--- src/rtl/seq_scan_pkg.sv ---
// rtl/seq_scan_pkg.sv - shared types and defaults for the 1101 scan scheduler
// Contents:
//   sched_state_t : scheduler FSM states (IDLE, SHIFT, DONE)
//   det_state_t   : "1101" detector states (IDLE, S1, S11, S110)
//   DEF_WORD_W    : default data word width
package seq_scan_pkg;

   localparam int DEF_WORD_W = 8;

   typedef enum logic [1:0] {
      ST_IDLE  = 2'd0,
      ST_SHIFT = 2'd1,
      ST_DONE  = 2'd2
   } sched_state_t;

   typedef enum logic [1:0] {
      DET_IDLE = 2'd0,
      DET_S1   = 2'd1,
      DET_S11  = 2'd2,
      DET_S110 = 2'd3
   } det_state_t;

endpackage

--- src/rtl/seq1101_det.sv ---
// rtl/seq1101_det.sv - overlapping "1101" Mealy sequence detector
// Ports:
//   clk : clock
//   rst : asynchronous active-high reset to DET_IDLE
//   clr : synchronous clear to DET_IDLE (wins over the bit on i)
//   i   : serial input bit
//   o   : Mealy output, 1 when i completes "1101"
module seq1101_det
   import seq_scan_pkg::*;
(
   input  logic clk,
   input  logic rst,
   input  logic clr,
   input  logic i,
   output logic o
);

   det_state_t state;

   // Output depends on the current bit, so the match is counted in the
   // same cycle the final '1' is presented.
   assign o = (state == DET_S110) && i;

   always_ff @(posedge clk or posedge rst) begin
      if (rst) begin
         state <= DET_IDLE;
      end else if (clr) begin
         state <= DET_IDLE;
      end else begin
         case (state)
            DET_IDLE: state <= i ? DET_S1   : DET_IDLE;
            DET_S1:   state <= i ? DET_S11  : DET_IDLE;
            DET_S11:  state <= i ? DET_S11  : DET_S110;
            // The trailing '1' of a match is reused as the first '1' of the next.
            DET_S110: state <= i ? DET_S1   : DET_IDLE;
            default:  state <= DET_IDLE;
         endcase
      end
   end

endmodule

--- src/rtl/seq_scan_sched.sv ---
// rtl/seq_scan_sched.sv - two-requester round-robin "1101" word scanner
// Ports:
//   clk        : clock
//   rst        : asynchronous active-high reset
//   req_valid  : per-requester word valid
//   req_data   : requester r word at [r*WORD_W +: WORD_W]
//   req_ready  : per-requester accept strobe (only in IDLE)
//   res_valid  : result available
//   res_ready  : consumer accepts result
//   res_id     : requester that owns the result
//   res_count  : number of "1101" matches in the word
//   res_hit    : res_count != 0
module seq_scan_sched
   import seq_scan_pkg::*;
#(
   parameter int WORD_W = DEF_WORD_W,
   parameter int CNT_W  = $clog2(WORD_W + 1)
) (
   input  logic                  clk,
   input  logic                  rst,
   input  logic [1:0]            req_valid,
   input  logic [2*WORD_W-1:0]   req_data,
   output logic [1:0]            req_ready,
   output logic                  res_valid,
   input  logic                  res_ready,
   output logic                  res_id,
   output logic [CNT_W-1:0]      res_count,
   output logic                  res_hit
);

   localparam int IDX_W = (WORD_W > 1) ? $clog2(WORD_W) : 1;

   sched_state_t      state;
   logic [WORD_W-1:0] sh_word;
   logic [IDX_W-1:0]  bit_idx;
   logic [CNT_W-1:0]  count;
   logic              last_gnt;
   logic              gnt;
   logic              accept;
   logic              det_o;
   logic [WORD_W-1:0] sel_word;

   // Both valid: take the one not granted last; otherwise take whichever is valid.
   always_comb begin
      gnt       = (req_valid == 2'b11) ? ~last_gnt : req_valid[1];
      req_ready = 2'b00;
      if (!rst && state == ST_IDLE && (|req_valid))
         req_ready = gnt ? 2'b10 : 2'b01;
      accept    = |(req_valid & req_ready);
      sel_word  = gnt ? req_data[2*WORD_W-1:WORD_W] : req_data[WORD_W-1:0];
   end

   // Detector is cleared on every accept so matches never span two words.
   seq1101_det u_det (
      .clk (clk),
      .rst (rst),
      .clr (accept),
      .i   (sh_word[WORD_W-1]),
      .o   (det_o)
   );

   always_ff @(posedge clk or posedge rst) begin
      if (rst) begin
         state     <= ST_IDLE;
         sh_word   <= '0;
         bit_idx   <= '0;
         count     <= '0;
         res_id    <= 1'b0;
         res_valid <= 1'b0;
         last_gnt  <= 1'b1;  // makes requester 0 win the first tie
      end else begin
         case (state)
            ST_IDLE: begin
               if (accept) begin
                  sh_word  <= sel_word;
                  res_id   <= gnt;
                  last_gnt <= gnt;
                  bit_idx  <= '0;
                  count    <= '0;
                  state    <= ST_SHIFT;
               end
            end
            ST_SHIFT: begin
               sh_word <= {sh_word[WORD_W-2:0], 1'b0};
               count   <= count + CNT_W'(det_o);
               bit_idx <= bit_idx + 1'b1;
               if (bit_idx == IDX_W'(WORD_W - 1)) begin
                  state     <= ST_DONE;
                  res_valid <= 1'b1;
               end
            end
            ST_DONE: begin
               if (res_ready) begin
                  state     <= ST_IDLE;
                  res_valid <= 1'b0;
               end
            end
            default: begin
               state     <= ST_IDLE;
               res_valid <= 1'b0;
            end
         endcase
      end
   end

   assign res_count = count;
   assign res_hit   = |count;

endmodule
--- config.mk ---
export PLATFORM = sky130hd
export DESIGN_NAME = seq_scan_sched
export DESIGN_NICKNAME = d
export VERILOG_FILES = /design/src/rtl/seq_scan_pkg.sv /design/src/rtl/seq1101_det.sv /design/src/rtl/seq_scan_sched.sv
export SDC_FILE = /design/constraint.sdc
export NUM_CORES = 1
export LEC_CHECK = 0
export CAP_MARGIN = 20
export CORE_UTILIZATION = 50
export CTS_BUF_LIST = sky130_fd_sc_hd__clkbuf_8
export CTS_CLUSTER_SIZE = 12
export DETAILED_ROUTE_END_ITERATION = 12
export PLACE_DENSITY = 0.84
export SKIP_LAST_GASP = 1
export SLEW_MARGIN = 30
export SYNTH_ARGS = -nofsm -noshare
export SYNTH_HDL_FRONTEND = slang
export SYNTH_SLANG_ARGS = --single-unit
export TNS_END_PERCENT = 50
--- constraint.sdc ---
create_clock -name clk -period 1.6 [get_ports clk]
set_input_delay 0.24 -clock clk [delete_from_list [all_inputs] [get_ports clk]]
set_output_delay 0.24 -clock clk [all_outputs]
set_load 0.005 [all_outputs]
==> metrics.txt <==
Crit path max-delay family flip-flops; Fmax 623 MHz; Initial Util 53.2%; Via Count 1117; largest net degree at the start of global routing 17; final setup violation count 1; Sw Ratio 35.8%; R2R Setup Slk 0.07 ns; cts bufs inserted 3; main area contributors after synthesis dfrtp_1 44%, ha_1 7.4%, a32oi_1 5.2%; met3 global-route usage 1.82%; vias in the first global route 1076; max-cap check violation count 0; H-tree depth 1; Final Max Tran Viols 0; area leader, netlist dfrtp_1; Ports 30; Worst-path clk slew 0.08 ns; overall power 0.00242 W; gpl congestion 0.849; Final min period 1.61 ns; Psw 0.000865 W; Internal Power 0.00155 W; DP Wirelength 2.19 mm; global routing usage on met2 46.7%; slowest stage cell, crit path dfrtp_1; Die Y 50.8 um; R2R cell count 6; Syn Nets 144; die width 50.8 um; share of the synthesized area in the top cell type 44.2%; synth unique cells 35; GR Util met1 28.9%; Reg power frac 37.8%; share of cells above drive strength 1 24.6%; Crit Path Max Fanout 2; final worst path period share 100%; post-synthesis sequential area ratio 46.4%; Hold Fails Final Rpt 0; final cell utilization of the core 76.8%; Sink Count 22; vias per cell 5.73; Rel. slew slack 67.4%; unrepaired setup endpoints after global routing true; Post-CTS Hold Fix Bufs 0; FP Rows 17; Post-Route WL 2.87 mm; RR Endpoint res_count[3]; Critical Path Sink Type output port; drt first-iter violations 22; Worst Skew 0.00455 ns; Leak Pwr 0.784 nW; Synth Warn # 0; DR pass1 iterations 4; layout overhead on the synthesized area 44.2%; CP bufs+invs 2; Clk Latency, worst-skew pair 0.26 ns; initial antenna violation count 0; startpoint types flip-flop; slowest stage delay, CP 0.42 ns; critical path cell sequence nor3_4 -> buf_4 -> and2_4 -> dlygate4sd2_1; Logic pwr share 45.6%; PD cells 1410 mW/mm^2; setup ws final -0.00635 ns; Yosys reg bits 22; dominant synthesized flop cell dfrtp_1; worst r2r src u_det.state[1]; outcome complete, but fails checks; Routed Antenna Nets 0; Mean Syn Cell Area 10.2 um^2; clock buffer depth 2; clock power share 16.6%; CP Class reg -> out; Peak VDD IR 1140 uV; global route overflow 0; WP data required 1.36 ns; antenna cells 0; WL per Instance 14.7 um; CTS tree built; FFs w/ async S/R, synth 100%; wire length of the first global-routing pass 4.70 mm; number of synthesized flops with an enable pin 0; final-stage net count 196; placed cells 185; Commonest cells post-synth 21 x dfrtp_1, 11 x inv_1, 11 x nand2_1; Critical Path AT 1.37 ns; GRT Overall Usage 24.8%; failing checks negative setup slack; Hold Crit Class in -> async; Post-Syn Area 0.00119 mm^2; worst-margin pin slew 0.487 ns; Final Non-Filler Cells 195; Port Buffers 29; Mapped Cells 116; GRT busiest layer met2; die area 0.00258 mm^2; CTS root buffer clkbuf_8; # DRC 0; floorplan core area 0.00223 mm^2; most frequent cell after synthesis dfrtp_1
state kept, by name, summed over array words and instances (netlist names):
name / count
bit_idx: 3
last_gnt: 1
res_count: 4
res_id: 1
res_valid: 1
sh_word: 8
state: 2
u_det.state: 2
worst max-delay path by stage:
stage	endpoint	slack, ns	start	cells past startpoint
2_1_floorplan	res_count[3]	0.18	u_det.state[0]	6
3_3_place_gp	req_ready[0]	-0.24	rst	4
3_5_place_dp	req_ready[1]	-0.27	req_valid[1]	4
4_1_cts	req_ready[0]	-0.02	state[0]	4
5_1_grt	req_ready[1]	-0.05	state[1]	4
6_report	req_ready[1]	-0.006	state[1]	4
layer usage:
layer	up-vias	part of all wire, %
li1	523	-
met1	538	41
met2	48	52
met3	8	4.8
met4	0	2.3
met5	-	0
cell usage in the layout, fill, tap and decap left out, types with 2 or more instances in the layout:
cell              n
clkdlybuf4s50_1  24
buf_4            22
dfrtp_1          21
inv_1            11
nand2_1          11
nand4_1           7
a32oi_1           7
o211ai_1          7
o21ai_0           7
nor2_1            4
ha_1              4
clkbuf_8          4
mux2i_1           3
ha_2              3
dlygate4sd2_1     3
nand2b_1          2
o21ai_1           2
a21o_1            2
clkbuf_2          2
cell families (layout without fill, tap and decap cells):
kind of cell | count (synthesis) | after routing | share of synthesized area (%)
muxes | 3 | 3 | 2.53
AOI/OAI and AO/OA | 32 | 32 | 20.4
adders and majority gates | 7 | 7 | 7.37
and+or+nand+nor | 36 | 36 | 17.3
DFF | 22 | 22 | 46.4
buffers and inverters | 16 | 67 | 6.00
repair_timing:
action / 4_1_cts / 5_1_grt
pin swaps: 3 / 4
gates resized for setup: 9 / 7
buffers inserted: 5 / 2
endpoints found under the hold margin: 0 / 0
setup endpoints to repair: 3 / 10
power by group through the flow:
stage | sequential, W | clock, W | combinational [W]
finish | 0.000915 | 0.000401 | 0.00110
global route | 0.000933 | 0.000426 | 0.00122
CTS | 0.000916 | 0.000410 | 0.00106
detailed placement | 0.000914 | 0 | 0.00106
global placement | 0.000898 | 0 | 0.000981
floorplan | 0.000909 | 0 | 0.000577
area by class of cell:
cell class,instances,area (um^2)
Inverter,11,41.3
Multi-Input combinational cell,78,578
Clock buffer,4,55.1
Sequential cell,22,552
Fill cell,152,519
Timing Repair Buffer,52,453
Tap cell,28,35.0
per-stage QoR:
step / area [um^2] / worst slack, ns / hold WS [ns] / setup TNS, ns
2_1_floorplan: 1190 / 0.185 / 0.228 / 0
3_3_place_gp: 1610 / -0.242 / 0.456 / -0.513
3_5_place_dp: 1610 / -0.275 / 0.482 / -1.23
4_1_cts: 1700 / -0.0182 / 0.0910 / -0.0321
5_1_grt: 1710 / -0.0486 / 0.133 / -0.0486
6_report: 1710 / -0.00635 / 0.0964 / -0.00635
Power figures use the tool's default switching activity.
